<file path="config.mk">
export PLATFORM = sky130hd
export DESIGN_NAME = mem_arbiter
export DESIGN_NICKNAME = d
export VERILOG_FILES = /design/src/rtl/mem_arb_pkg.sv /design/src/rtl/mem_arb_tagpipe.sv /design/src/rtl/mem_arbiter.sv
export SDC_FILE = /design/constraint.sdc
export NUM_CORES = 1
export LEC_CHECK = 0
export ABC_AREA = 1
export BUFFER_PORTS_ARGS = -buffer_cell sky130_fd_sc_hd__buf_4
export CAP_MARGIN = 10
export CORE_AREA = 2 2 78 80
export DETAILED_ROUTE_END_ITERATION = 8
export DIE_AREA = 0 0 80 82
export MAX_ROUTING_LAYER = met4
export PLACE_DENSITY = 0.65
export SLEW_MARGIN = 40
export SYNTH_ARGS = -nofsm -noshare
export SYNTH_HDL_FRONTEND = slang
export SYNTH_SLANG_ARGS = --single-unit
</file>
<file path="constraint.sdc">
create_clock -name clk -period 1.7 [get_ports clk]
set_input_delay 0.34 -clock clk [delete_from_list [all_inputs] [get_ports clk]]
set_output_delay 0.34 -clock clk [all_outputs]
set_load 0.03 [all_outputs]
</file>
<file path="src/rtl/mem_arb_pkg.sv">
// Shared definitions for the unified-memory arbiter: read-owner tags and
// default latency / starvation limits.
package mem_arb_pkg;

    typedef enum logic [1:0] {
        OWN_NONE = 2'd0,
        OWN_I    = 2'd1,
        OWN_D    = 2'd2
    } owner_e;

    localparam int DEF_MEM_LAT    = 2;
    localparam int DEF_STARVE_MAX = 4;

endpackage

</file>
<file path="src/rtl/mem_arb_tagpipe.sv">
// Owner-tag delay line: a tag entering on an issue cycle leaves exactly
// MEM_LAT cycles later, lined up with the matching memory read data.
module mem_arb_tagpipe
    import mem_arb_pkg::*;
#(
    parameter int MEM_LAT = DEF_MEM_LAT
) (
    input  logic   clk,
    input  logic   rst,
    input  owner_e tag_in,
    output owner_e tag_out
);

    owner_e stage_q [MEM_LAT];
    owner_e stage_d [MEM_LAT];

    // Next stage contents: new tag at the head, everything else moves one step
    always_comb begin
        stage_d[0] = tag_in;
        for (int i = 1; i < MEM_LAT; i++) begin
            stage_d[i] = stage_q[i-1];
        end
    end

    // Stage registers; clearing drops every in-flight read on reset
    always_ff @(posedge clk or negedge rst) begin
        if (!rst) begin
            for (int i = 0; i < MEM_LAT; i++) begin
                stage_q[i] <= OWN_NONE;
            end
        end else begin
            stage_q <= stage_d;
        end
    end

    assign tag_out = stage_q[MEM_LAT-1];

endmodule

</file>
<file path="src/rtl/mem_arbiter.sv">
// Shares one single-port fixed-latency memory between instruction fetch
// (read-only) and the data port. Data wins by default; a starvation counter
// forces a fetch through after STARVE_MAX back-to-back data wins.
module mem_arbiter
    import mem_arb_pkg::*;
#(
    parameter int ADDR_W     = 10,
    parameter int DATA_W     = 32,
    parameter int MEM_LAT    = DEF_MEM_LAT,
    parameter int STARVE_MAX = DEF_STARVE_MAX
) (
    input  logic              clk,
    input  logic              rst,
    input  logic              i_req,
    input  logic [ADDR_W-1:0] i_addr,
    output logic              i_gnt,
    output logic              i_rvalid,
    output logic [DATA_W-1:0] i_rdata,
    input  logic              d_req,
    input  logic              d_we,
    input  logic [ADDR_W-1:0] d_addr,
    input  logic [DATA_W-1:0] d_wdata,
    output logic              d_gnt,
    output logic              d_rvalid,
    output logic [DATA_W-1:0] d_rdata,
    output logic              mem_en,
    output logic              mem_we,
    output logic [ADDR_W-1:0] mem_addr,
    output logic [DATA_W-1:0] mem_wdata,
    input  logic [DATA_W-1:0] mem_rdata
);

    localparam int              CNT_W   = $clog2(STARVE_MAX + 1);
    localparam logic [CNT_W-1:0] CNT_MAX = CNT_W'(STARVE_MAX);

    logic [CNT_W-1:0] starve_cnt_q;
    logic [CNT_W-1:0] starve_cnt_d;
    logic             force_i;
    logic             grant_i;
    logic             grant_d;
    owner_e           tag_in;
    owner_e           tag_out;

    // Priority: data first unless fetch has waited out its starvation budget;
    // nothing is granted while reset is held
    always_comb begin
        force_i = i_req && (starve_cnt_q == CNT_MAX);
        grant_d = rst && d_req && !force_i;
        grant_i = rst && i_req && !grant_d;
    end

    // Starvation count: grows on data wins over a waiting fetch, saturates,
    // and clears as soon as fetch is served or stops asking
    always_comb begin
        starve_cnt_d = starve_cnt_q;
        if (!i_req || grant_i) begin
            starve_cnt_d = '0;
        end else if (grant_d && (starve_cnt_q != CNT_MAX)) begin
            starve_cnt_d = starve_cnt_q + 1'b1;
        end
    end

    // Starvation counter register
    always_ff @(posedge clk or negedge rst) begin
        if (!rst) begin
            starve_cnt_q <= '0;
        end else begin
            starve_cnt_q <= starve_cnt_d;
        end
    end

    // Memory strobes in the grant cycle; idle cycles drive all zeros
    always_comb begin
        mem_en    = grant_i || grant_d;
        mem_we    = grant_d && d_we;
        mem_addr  = '0;
        mem_wdata = '0;
        tag_in    = OWN_NONE;
        if (grant_i) begin
            mem_addr = i_addr;
            tag_in   = OWN_I;
        end else if (grant_d) begin
            mem_addr = d_addr;
            if (d_we) begin
                mem_wdata = d_wdata;
            end else begin
                tag_in = OWN_D;
            end
        end
    end

    mem_arb_tagpipe #(
        .MEM_LAT (MEM_LAT)
    ) u_tagpipe (
        .clk     (clk),
        .rst     (rst),
        .tag_in  (tag_in),
        .tag_out (tag_out)
    );

    // Return routing: the tag leaving the pipe says whose read data this is
    always_comb begin
        i_rvalid = (tag_out == OWN_I);
        d_rvalid = (tag_out == OWN_D);
        i_rdata  = mem_rdata;
        d_rdata  = mem_rdata;
    end

    assign i_gnt = grant_i;
    assign d_gnt = grant_d;

endmodule

</file>
==> results of run 1 <==
-- power breakdown --
part	switching, µW	internal (µW)	leakage, µW
combinational	270	258	0.00104
sequential	2.86	174	0.0000945
clock	71.5	162	0.0000228
total	345	594	0.00115
-- cell families (layout without fill, tap and decap cells) --
family | after synthesis | count (layout) | synth area share
adders and majority gates | 2 | 2 | 0.0200
DFF | 7 | 7 | 0.140
and+or+nand+nor | 115 | 116 | 0.367
AOI/OAI and AO/OA | 2 | 2 | 0.00798
buffers and inverters | 86 | 140 | 0.465
-- cell type report --
class                      count  share of cell area
clock buffer                   4              0.0190
inverter                      13              0.0259
multi-input combinational    120               0.330
sequential                     7              0.0740
tap                           75              0.0396
timing repair buffer         123               0.512
-- worst paths after layout --
kind | from | to | slack, ns
max in group asynchronous | rst | starve_cnt_q[1] | 1.07
min in group clk | u_tagpipe.stage_d[1] | u_tagpipe.tag_out[1] | 0.34
min | rst | u_tagpipe.stage_d[0] | 0.03
max | starve_cnt_q[1] | mem_wdata[26] | -0.14
max reg2reg | starve_cnt_q[0] | u_tagpipe.stage_d[1] | 0.34
min reg2reg | u_tagpipe.stage_d[1] | u_tagpipe.tag_out[1] | 0.34
-- per-stage QoR --
stage / setup TNS [ns] / setup slack, ns / cells / hold WS (ns) / cell area (µm²)
5_1_grt: -7.44 / -0.215 / 342 / 0.0458 / 2370
2_1_floorplan: 0 / 0.0146 / 212 / 0.0444 / 1260
6_report: -4.22 / -0.138 / 342 / 0.0348 / 2370
3_5_place_dp: 0 / 0.00138 / 322 / 0.147 / 1640
3_3_place_gp: 0 / 0.0551 / 322 / 0.146 / 1640
4_1_cts: -5.89 / -0.192 / 336 / 0.0298 / 2150
-- flip-flops by register name, indices dropped and copies added (netlist names) --
register	cells
starve_cnt_q	3
u_tagpipe.tag_out	2
u_tagpipe.stage_d	2
-- metal layers --
layer	global-route usage	part of all wire	wire length (µm)	vias to the layer above
met5	-	0	0	-
met4	0.0712	0.045	195	0
met3	0.0297	0.092	398	30
met2	0.210	0.55	2390	78
met1	0.119	0.31	1350	619
li1	-	-	-	680
-- critical path, cell delays in order (launching register included) --
cell and delay [ns]:
dfrtp_1 0.36, inv_2 0.05, ha_4 0.16, nand3_4 0.09, nand2_8 0.10, buf_12 0.14, clkbuf_16 0.15, nor2_4 0.08
buf_6 0.13
-- cells in the final DEF, fill, tap and decap left out, types with 2 or more instances in the layout --
| master | count |
|---|---|
| buf_4 | 71 |
| nand2_1 | 60 |
| buf_6 | 42 |
| nor2_4 | 30 |
| nand3_1 | 10 |
| inv_1 | 8 |
| nor2_1 | 7 |
| dfrtp_1 | 7 |
| buf_12 | 5 |
| nand2_2 | 4 |
| inv_2 | 3 |
| clkbuf_8 | 3 |
| nand3_2 | 2 |
| o21ai_0 | 2 |
| buf_16 | 2 |
-- repair_timing --
item / in CTS / in global routing
setup endpoints to repair: 45 / 45
pin swaps: 4 / 2
setup buffers: 5 / 6
endpoints found under the hold margin: 2 / 0
hold buffers: 1 / 0
resized for setup: 79 / 47
cloned: 4 / 1
==> results.sh, run 1 <==
export IMPL_synth_edf_count=0
export IMPL_avgSynthCellArea_um2=5.91
export IMPL_synth_cells_most_frequent="65 x buf_4, 64 x nand2_1, 37 x nor2_1"
export IMPL_numCtsBuffers=3
export IMPL_grt_pass1_vias=1275
export IMPL_ys_flop_type="dfrtp_1"
export IMPL_start_util=0.218
export IMPL_finalWorstSetupSlack_ns=-0.138
export IMPL_syn2layout_area_growth_pct=88.8
export IMPL_grt_overflow_total=0
export IMPL_regArea_um2=175
export IMPL_cts_tree="done"
export IMPL_vdd_drop_max_mv=0.225
export IMPL_clk_path_buf_depth=2
export IMPL_syn_area_um2=1250
export IMPL_layout_drive_gt1_share=0.633
export IMPL_clock_skew_final_ns=0.000462
export IMPL_fin_crit_sh=1.08
export IMPL_syn_nets=303
export IMPL_clkSinkCount=7
export IMPL_fp_coreArea_um2=5750
export IMPL_dieArea_um2=6560
export IMPL_drc=0
export IMPL_setup_viol=45
export IMPL_violations="setup timing"
export IMPL_criticalPathCategory="reg2out"
export IMPL_n_antenna_cell=0
export IMPL_root_buffer="clkbuf_8"
export IMPL_ys_seq_area_frac=0.140
export IMPL_cp_start_kind="flop"
export IMPL_routabilityCongestion=0.685
export IMPL_multi_input_area_um2=781
export IMPL_synth_top_cell_area_share=0.389
export IMPL_antenna_found_initial=0
export IMPL_arrival_ns=1.50
export IMPL_via_count=1407
export IMPL_num_fill_cells=569
export IMPL_hold_violations=0
export IMPL_crit_required_ns=1.36
export IMPL_rows=28
export IMPL_slew_headroom=0.773
export IMPL_slew_viol_final=0
export IMPL_yosys_warnings=0
export IMPL_firstDrtPassIters=4
export IMPL_avgRoutedWirePerCell_um=12.7
export IMPL_endpoint_kind="output port"
export IMPL_finish_utilization=0.412
export IMPL_fmax_ghz=0.544
export IMPL_grt_max_degree=35
export IMPL_post_dp_hpwl_mm=2.81
export IMPL_portBuffers=104
export IMPL_tightestPinTransition_ns=0.340
export IMPL_post_drt_via_cell_ratio=4.11
export IMPL_grt_first_pass_wirelength_mm=6.00
export IMPL_detail_route_iter0_violations=27
export IMPL_ys_ff_latch=7
export IMPL_rsz0062_at_grt="true"
export IMPL_die_h_um=82
export IMPL_powerDensity_nw_per_um2=397
export IMPL_grt_usage=0.119
export IMPL_io_pins=201
export IMPL_path_max_fanout=6
export IMPL_async_flop_share=1.00
export IMPL_ant_nets=0
export IMPL_synth_area_leaders="buf_4 39%, nand2_1 19%, dfrtp_1 14%, nor2_1 11%, nand3_1 4.8%"
export IMPL_yosys_area_top_type="buf_4"
export IMPL_maxCapViolCount=0
export IMPL_power_uw=939
export IMPL_p_leak_uw=0.00115
export IMPL_status="finished, violations left"
export IMPL_clk_pin_slew_ns=0.04
export IMPL_fin_crit_ns=1.84
export IMPL_cts_max_level=1
export IMPL_rr_worst_depth=8
export IMPL_fin_nets=359
export IMPL_dieWidth_um=80
export IMPL_syn_inst=212
export IMPL_synth_most_common_cell="buf_4"
export IMPL_drt_wl_total_mm=4.33
export IMPL_synth_cell_types=14
export IMPL_hp_class="in2async"
export IMPL_clkLatencyLatePin_ns=0.22
No activity file was read; power rests on OpenSTA's default activity.
==> inputs of run 2 (changes only) <==
PLACE_DENSITY = 0.69   (was 0.65)
==> results.sh, run 2 (synthesis results as in run 1) <==
export IMPL_hold_buffers=0
export IMPL_clkSinkCount=7
export IMPL_io_pins=201
export IMPL_die_h_um=82
export IMPL_r2r_slack_ns=0.39
export IMPL_p_int_uw=568
export IMPL_hold_violations=0
export IMPL_avgRoutedWirePerCell_um=12.0
export IMPL_criticalPathCategory="reg2out"
export IMPL_fin_crit_sh=1.11
export IMPL_p_leak_uw=0.00109
export IMPL_clk_pin_slew_ns=0.04
export IMPL_largest_reg_flops=3
export IMPL_violations="setup timing"
export IMPL_vdd_drop_max_mv=0.330
export IMPL_final_area_um2=2160
export IMPL_timing_hold_ws_ns=0.0251
export IMPL_dpl_instance_area_um2=1650
export IMPL_p_sw_frac=0.364
export IMPL_setup_viol=45
export IMPL_maxCapViolCount=0
export IMPL_root_buffer="clkbuf_8"
export IMPL_antenna_found_initial=0
export IMPL_rsz0062_at_grt="true"
export IMPL_power_uw=894
export IMPL_finish_utilization=0.376
export IMPL_rows=28
export IMPL_dieWidth_um=80
export IMPL_firstDrtPassIters=4
export IMPL_hp_class="in2async"
export IMPL_p_clk_frac=0.265
export IMPL_grt_usage=0.109
export IMPL_largest_register="starve_cnt_q"
export IMPL_routabilityCongestion=0.760
export IMPL_powerDensity_nw_per_um2=414
export IMPL_n_antenna_cell=0
export IMPL_slew_headroom=0.740
export IMPL_portBuffers=104
export IMPL_numCtsBuffers=3
export IMPL_crit_required_ns=1.36
export IMPL_grt_use_met2=0.185
export IMPL_endpoint_kind="output port"
export IMPL_status="finished, violations left"
export IMPL_slew_viol_final=0
export IMPL_finalWorstSetupSlack_ns=-0.180
export IMPL_clock_skew_final_ns=0.00265
export IMPL_top_usage_layer="met2"
export IMPL_grt_first_pass_wirelength_mm=5.41
export IMPL_rr_worst_depth=7
export IMPL_grt_max_degree=35
export IMPL_fp_coreArea_um2=5750
export IMPL_clkLatencyLatePin_ns=0.23
export IMPL_arrival_ns=1.54
export IMPL_path_max_fanout=8
export IMPL_drt_wl_total_mm=4.03
export IMPL_grt_pass1_vias=1142
export IMPL_num_fill_cells=604
export IMPL_dieArea_um2=6560
export IMPL_drc=0
export IMPL_layout_common_cells="78 x buf_4, 57 x nand2_1, 34 x buf_6, 14 x nor2_4, 13 x nor2_1"
export IMPL_tightestPinTransition_ns=0.387
export IMPL_start_util=0.218
export IMPL_grt_overflow_total=0
export IMPL_final_common_cell="buf_4"
export IMPL_ant_nets=0
export IMPL_fin_crit_ns=1.88
export IMPL_detail_route_iter0_violations=14
export IMPL_cts_tree="done"
export IMPL_cts_max_level=1
export IMPL_via_count=1372
export IMPL_syn2layout_area_growth_pct=72.2
export IMPL_clk_path_buf_depth=2
export IMPL_met1_usage=0.116
export IMPL_fmax_ghz=0.532
export IMPL_switchingPower_uw=325
export IMPL_cp_start_kind="flop"
export IMPL_layout_drive_gt1_share=0.628
export IMPL_use_met3=0.0286
export IMPL_fin_nets=353
export IMPL_post_drt_via_cell_ratio=4.08
export IMPL_post_dp_hpwl_mm=2.83
export IMPL_seqPwrFrac=0.197
export IMPL_pwr_share_comb=0.539
## run 2: changes by cell type in the layout (fill, tap and decap cells not counted), sizes merged
cell	delta
buf	-4
nand2	-1
dlygate4sd3	-1
## run 2: critical path: stages (launching register included)
cell	delay, ns
dfrtp_1	0.34
inv_1	0.05
ha_2	0.20
nand3_4	0.08
nand2_8	0.10
buf_12	0.14
clkbuf_16	0.16
nor2_2	0.09
buf_6	0.13
## run 2: repair_timing
item                                    CTS  global route
pin swaps                                 2             9
setup buffers                             6             2
endpoints found under the setup margin   45            45
cloned                                    2             1
resized for setup                        38            56
## run 2: final cells by class
class,count,area [µm²],area share
tap,75,93.8,0.0435
multi-input combinational,119,704,0.326
sequential,7,175,0.0812
clock buffer,4,45.0,0.0209
timing repair buffer,118,1090,0.504
inverter,13,51.3,0.0238
## run 2: worst paths after layout
path | start | to
hold / removal | rst | u_tagpipe.stage_d[0]
setup / recovery | starve_cnt_q[1] | mem_wdata[18]
setup reg to reg | starve_cnt_q[1] | u_tagpipe.stage_d[1]
max in group asynchronous | rst | u_tagpipe.tag_out[1]
hold reg to reg | u_tagpipe.stage_d[1] | u_tagpipe.tag_out[1]
min in group clk | u_tagpipe.stage_d[1] | u_tagpipe.tag_out[1]
## run 2: power by group through the flow
| stage | registers (µW) | clock network (µW) | logic [µW] |
|---|---|---|---|
| after floorplan | 178 | 0 | 465 |
| after global placement | 178 | 0 | 370 |
| after global routing | 176 | 256 | 516 |
| after CTS | 176 | 246 | 444 |
| final | 176 | 236 | 481 |
| after detailed placement | 178 | 0 | 374 |
## run 2: through the flow
stage / setup WS (ns) / cells / TNS [ns]
finish: -0.180 / 336 / -4.82
global route: -0.223 / 336 / -6.96
global placement: 0.0576 / 323 / 0
CTS: -0.178 / 335 / -5.76
floorplan: 0.0146 / 212 / 0
detailed placement: 0.0253 / 323 / 0
## run 2: per-layer routing
layer,vias up,share of wire,wire length [µm]
li1,665,-,-
met1,602,0.33,1320
met2,90,0.56,2240
met3,15,0.099,398
met4,0,0.017,69
met5,-,0,0
